==> config.mk <==
export PLATFORM = sky130hd
export DESIGN_NAME = subtrator_serial
export DESIGN_NICKNAME = d
export VERILOG_FILES = /design/src/rtl/subtrator_serial.sv
export SDC_FILE = /design/constraint.sdc
export NUM_CORES = 1
export LEC_CHECK = 0
export ABC_AREA = 1
export BUFFER_PORTS_ARGS = -buffer_cell sky130_fd_sc_hd__buf_2
export CORE_MARGIN = 1
export CORE_UTILIZATION = 36
export DETAILED_ROUTE_END_ITERATION = 10
export GPL_ROUTABILITY_DRIVEN = 0
export PLACE_DENSITY = 0.54
export SYNTH_ARGS = -nofsm -noshare
export SYNTH_HDL_FRONTEND = slang
export SYNTH_SLANG_ARGS = --single-unit
==> constraint.sdc <==
create_clock -name clk -period 1.6 [get_ports clk]
set_input_delay 0 -clock clk [delete_from_list [all_inputs] [get_ports clk]]
set_output_delay 0 -clock clk [all_outputs]
set_load 0.01 [all_outputs]
==> src/rtl/subtrator_serial.sv <==
// Bit-serial two's-complement subtractor: Diff = A - B, LSB first, one bit per clock.
// Reports signed overflow on FLAG; start/busy/done handshake, one operation at a time.
module subtrator_serial #(
  parameter int WIDTH = 8
) (
  input  logic             clk,
  input  logic             rst_n,
  input  logic             start,
  input  logic [WIDTH-1:0] A,
  input  logic [WIDTH-1:0] B,
  output logic             busy,
  output logic             done,
  output logic [WIDTH-1:0] Diff,
  output logic             FLAG
);

  localparam int CW = (WIDTH > 1) ? $clog2(WIDTH) : 1;

  typedef enum logic [1:0] {IDLE, CALC, DONE} state_t;

  state_t           state, state_nxt;
  logic [WIDTH-1:0] a_sh, b_sh, res;
  logic [CW-1:0]    cnt;
  logic             borrow, a_msb, b_msb;
  logic             a_i, b_i, d, borrow_nxt, last;

  always_comb begin
    a_i        = a_sh[0];
    b_i        = b_sh[0];
    d          = a_i ^ b_i ^ borrow;
    borrow_nxt = (~a_i & b_i) | (~(a_i ^ b_i) & borrow);
    last       = (cnt == CW'(WIDTH - 1));
  end

  always_comb begin
    state_nxt = state;
    busy      = 1'b0;
    done      = 1'b0;
    case (state)
      IDLE: if (start) state_nxt = CALC;
      CALC: begin
        busy = 1'b1;
        if (last) state_nxt = DONE;
      end
      DONE: begin
        done      = 1'b1;
        state_nxt = IDLE;
      end
      default: state_nxt = IDLE;
    endcase
  end

  always_ff @(posedge clk or negedge rst_n) begin
    if (!rst_n) state <= IDLE;
    else        state <= state_nxt;
  end

  always_ff @(posedge clk or negedge rst_n) begin
    if (!rst_n) begin
      a_sh   <= '0;
      b_sh   <= '0;
      res    <= '0;
      cnt    <= '0;
      borrow <= 1'b0;
      a_msb  <= 1'b0;
      b_msb  <= 1'b0;
      Diff   <= '0;
      FLAG   <= 1'b0;
    end else begin
      case (state)
        IDLE: if (start) begin
          a_sh   <= A;
          b_sh   <= B;
          a_msb  <= A[WIDTH-1];
          b_msb  <= B[WIDTH-1];
          res    <= '0;
          cnt    <= '0;
          borrow <= 1'b0;
        end
        CALC: begin
          a_sh   <= a_sh >> 1;
          b_sh   <= b_sh >> 1;
          res    <= {d, res[WIDTH-1:1]};
          borrow <= borrow_nxt;
          cnt    <= cnt + CW'(1);
          // The bit computed on this edge is the result MSB, so it is folded in directly.
          if (last) begin
            Diff <= {d, res[WIDTH-1:1]};
            FLAG <= (a_msb != b_msb) && (d != a_msb);
          end
        end
        default: ;
      endcase
    end
  end

endmodule
# Yosys cells after proc, flatten, opt, wreduce, memory -nomap -nowiden
# Index checks and enable logic that the tools add are counted.
# word_totals
mem_bits_ro,0
memories,0
in_bits,19
reg_bits,41
mem_bits_rw,0
latchBits,0
output_inout_bits,11
# classes
reduce_logical,7
mul,0
n_div,0
mux,15
bitwise,7
n_shift,0
n_addsub,1
n_eq_ne,7
order_cmp,0
# op_table
operator,count
$pmux W8 S2,3
$mux W8,3
$reduce_and A2 Y1,4
$pmux W3 S2,1
$mux W2,2
$ne A2 B2 Y1 const B,2
$pmux W2 S2,1
$add A3 B1 Y3 const B,1
$eq A3 B3 Y1 const B,1
$mux W1,3
$mux W3,1
$and A1 B1 Y1,2
$eq A2 B1 Y1 const B,1
$eq A2 B2 Y1 const B,1
$logic_not A2 Y1,1
$ne A1 B1 Y1,2
$not A1 Y1,2
$pmux W1 S2,1
$reduce_bool A2 Y1,1
$xor A1 B1 Y1,2
$logic_and A1 B1 Y1,1
$or A1 B1 Y1,1

# Logic depth before layout (Yosys ltp)
# depth
word_depth,5
ltp_mapped,7
ltp_nobuf,7

# Worst setup path after synthesis
# No wires, ideal clock.
# synth_path
path_kind,reg-to-reg
start,reg a_sh[0]
end,reg FLAG
arrival_time_ns,1.193
path_slack_ns,0.291
path_buffers,0
stages_incl_launch_ff,8
setup_ns,0.116
path_cell_list,dfrtp_1 inv_1 fa_1 inv_1 nand3_1 nand2_1 nand2_1 nand2_1
# synth_via
elab_chain_cells,4
# synth_rtl
element,line_no,rtl
start: declaration,22,"logic [WIDTH-1:0] a_sh, b_sh, res;"
start signal: assignment,81,a_sh <= a_sh >> 1;
$xor A1 B1 Y1 (2 in series),30,d = a_i ^ b_i ^ borrow;
$ne A1 B1 Y1,89,FLAG <= (a_msb != b_msb) && (d != a_msb);
$logic_and A1 B1 Y1,89,
end signal: assignment,89,
end: declaration,14,output logic FLAG
# No other way between the ends.
# A chain may end at the register's enable or synchronous reset.

# Worst setup path after layout
# layout_path
start,reg state[1]
end,reg a_sh[4]
# layout_via
elab_chain_cells,3
# layout_rtl
element,line_no,rtl
start: declaration,21,"state_t state, state_nxt;"
start signal: assignment,55,else state <= state_nxt;
$eq A2 B1 Y1 / $logic_not A2 Y1 (equally long branches),70,case (state)
$reduce_bool A2 Y1 (no source line) / $ne A2 B2 Y1 (equally long branches),-,
$reduce_and A2 Y1 (no source line),-,
# Several ways; a longest one is shown, not always the timed one.

==> results.cfg <==
[run_status]
status = completed

[yosys]
syn_area_um2 = 1920
yosys_warnings = 0
syn_avg_cell_area_um2 = 8.48
synth_area_leader_cell = dfrtp_1
yosysSeqAreaShare = 0.523
syn-num-nets = 248
ys_ff_latch = 40
synthCells = 226
synth.top_cell.area_share = 0.523
synth.area.top_cells = dfrtp_1, nand3_1, nand2_1, inv_1, o21ai_2
synth_cell_types = 22

[global_routing]
grt_pass1_wl_um = 6210
use_met3 = 0.0361
grt_max_degree = 41
overflow = 0
antenna_found_initial = 0
grt_usage = 0.151
grt_util_met1 = 0.197
met2_usage = 0.242
grt_pass1_vias = 1358
grt-busiest-layer = met2

[floorplanning]
rows = 26
core_area_um2 = 5110
io_pins = 30
die_width_um = 74.9
initial_core_util = 0.375
die_y_um = 74.9
dieArea_um2 = 5620

[clock_network]
ctsLongestPathBuffers = 2
clk_latency_ns = 0.29
cts_root_buf = clkbuf_8
clock_sinks = 40
cts_buffers = 5
postCtsSetupRepairBufs = 0
cts-htree-levels = 2
cts_tree = done
clk_pin_slew_worst_paths_ns = 0.08

[power_and_ir_drop]
finalPower_w = 0.00442
ir_drop_v = 0.00104
powerDensity_nw_per_um2 = 1940
power.leakage_nw = 1.24

[worst_setup_path]
setup.worst_path.end_class = flop
worstPathRequired_ns = 1.83
worstPathArrival_ns = 1.63
crit_cells = 5
path_cells = inv_2 -> nand2_2 -> nand2_2 -> nand3_1 -> nand2_1
crit_type = flop to flop
cp_num_buf_inv = 1
slowest_stage = dfrtp_1
critical-path-top-delay-family = simple AND/OR/NAND/NOR gates
crit_path_frequent_cell = nand2_2
r2r_cells = 5
worstPathMaxFanout = 23
rrSetupSlack_ns = 0.20
slowest_delay_ns = 0.42
start_kind = flop

[route]
drt_pass1_iterations = 4
via_per_inst = 4.49
drtIter0Drc = 105
drc = 0
wl_per_cell_um = 11.0
via_count = 1490
drt_wl_total_um = 3660
drtAntennaViolNets = 0

[sta]
hold_violations = 0
finalMaxSlewViolations = 0
finalSetupTns_ns = 0
relSlewSlack = 0.655
finalSetupViolations = 0
fmax_mhz = 714
tightest_slew_ns = 0.517
timing.final.crit_share = 0.876
fin_crit_ns = 1.40
clock_skew_ns = 0.00967
rsz0062_at_grt = false

[layout]
area_growth_pct = 18.9
n_fill_cell = 550
drive_gt1_frac = 0.229
multi_input_area_um2 = 679
final_cell_mix = nand2_1, nand3_1, dfrtp_1
antennaDiodeCount = 0
final_common_cell = nand2_1
regArea_um2 = 1000
finalNetCount = 283

[placement]
dp_hpwl_um = 2430
io_buffers = 29

[hold_path]
whs_path_depth = 5
min_path_type = primary input to flop

[flow_run]
max_cap_violations = 0
==> report_power, final <==
part           internal (W)  leakage [nW]  switching (W)
registers           0.00148         0.498       0.000242
clock network      0.000510        0.0614       0.000367
logic              0.000725         0.679        0.00109
==> flip-flops by register name, indices dropped and copies added (netlist names) <==
signal / count
Diff: 8
FLAG: 1
a_msb: 1
a_sh: 8
b_msb: 1
b_sh: 8
borrow: 1
cnt: 3
res: 7
state: 2
==> cells by family after synthesis <==
| logic type | share of synthesized area |
|---|---|
| buffers and inverters | 0.123 |
| adder cells (fa/ha/maj) | 0.0235 |
| flip-flops | 0.523 |
| AO/OA/AOI/OAI | 0.0712 |
| AND/OR/NAND/NOR | 0.260 |
==> metal layers <==
layer,vias to the layer above,part of all wire
met5,-,0
met4,0,0.013
met3,5,0.041
met2,35,0.45
met1,675,0.50
li1,775,-
==> timing repair <==
action | CTS | global route
hold endpoints to repair | 45 | 0
hold buffers | 4 | 0
resized for setup | 0 | 0
==> worst reg2reg max path, stage by stage, from the launching register on <==
cell and delay [ns]:
dfrtp_1 0.42, inv_2 0.14, nand2_2 0.16, nand2_2 0.40, nand3_1 0.13, nand2_1 0.09
==> layout make-up <==
type / instances / area share
flip-flops and latches: 40 / 0.440
multi-input cells: 134 / 0.298
repair buffers: 40 / 0.104
inverters: 40 / 0.0659
well taps: 70 / 0.0385
clock buffers: 6 / 0.0363
clock inverters: 2 / 0.0170
==> path summary, 6_finish.rpt <==
check	start	end
worst max-delay path	state[1]	a_sh[4]
worst min-delay path	A[3]	a_sh[3]
worst max register to register	state[1]	a_sh[4]
worst min register to register	Diff[4]	Diff[4]
max in group asynchronous	rst_n	a_sh[6]
min in group asynchronous	rst_n	Diff[5]
==> cell usage after synthesis, drive strengths merged <==
cell    instances
nand3          46
nand4           1
buf            11
nand2          58
clkbuf          1
o22ai           1
o21ai          19
dfrtp          40
nor2            5
a21oi           1
inv            40
fa              1
ha              2
==> metrics by stage <==
stage               std cells   util  instance area [µm²]  hold WS (ns)  worst slack (ns)
floorplan                 226      -                 1920        -0.296             0.291
global placement          320  0.414                 2120        0.0980             0.204
detailed placement        320  0.414                 2120        0.0955             0.193
CTS                       332  0.446                 2280        0.0108             0.171
global route              332  0.446                 2280        0.0366            0.0257
finish                    332  0.446                 2280        0.0114             0.198
Note: power is estimated with default switching activity, not from simulation.
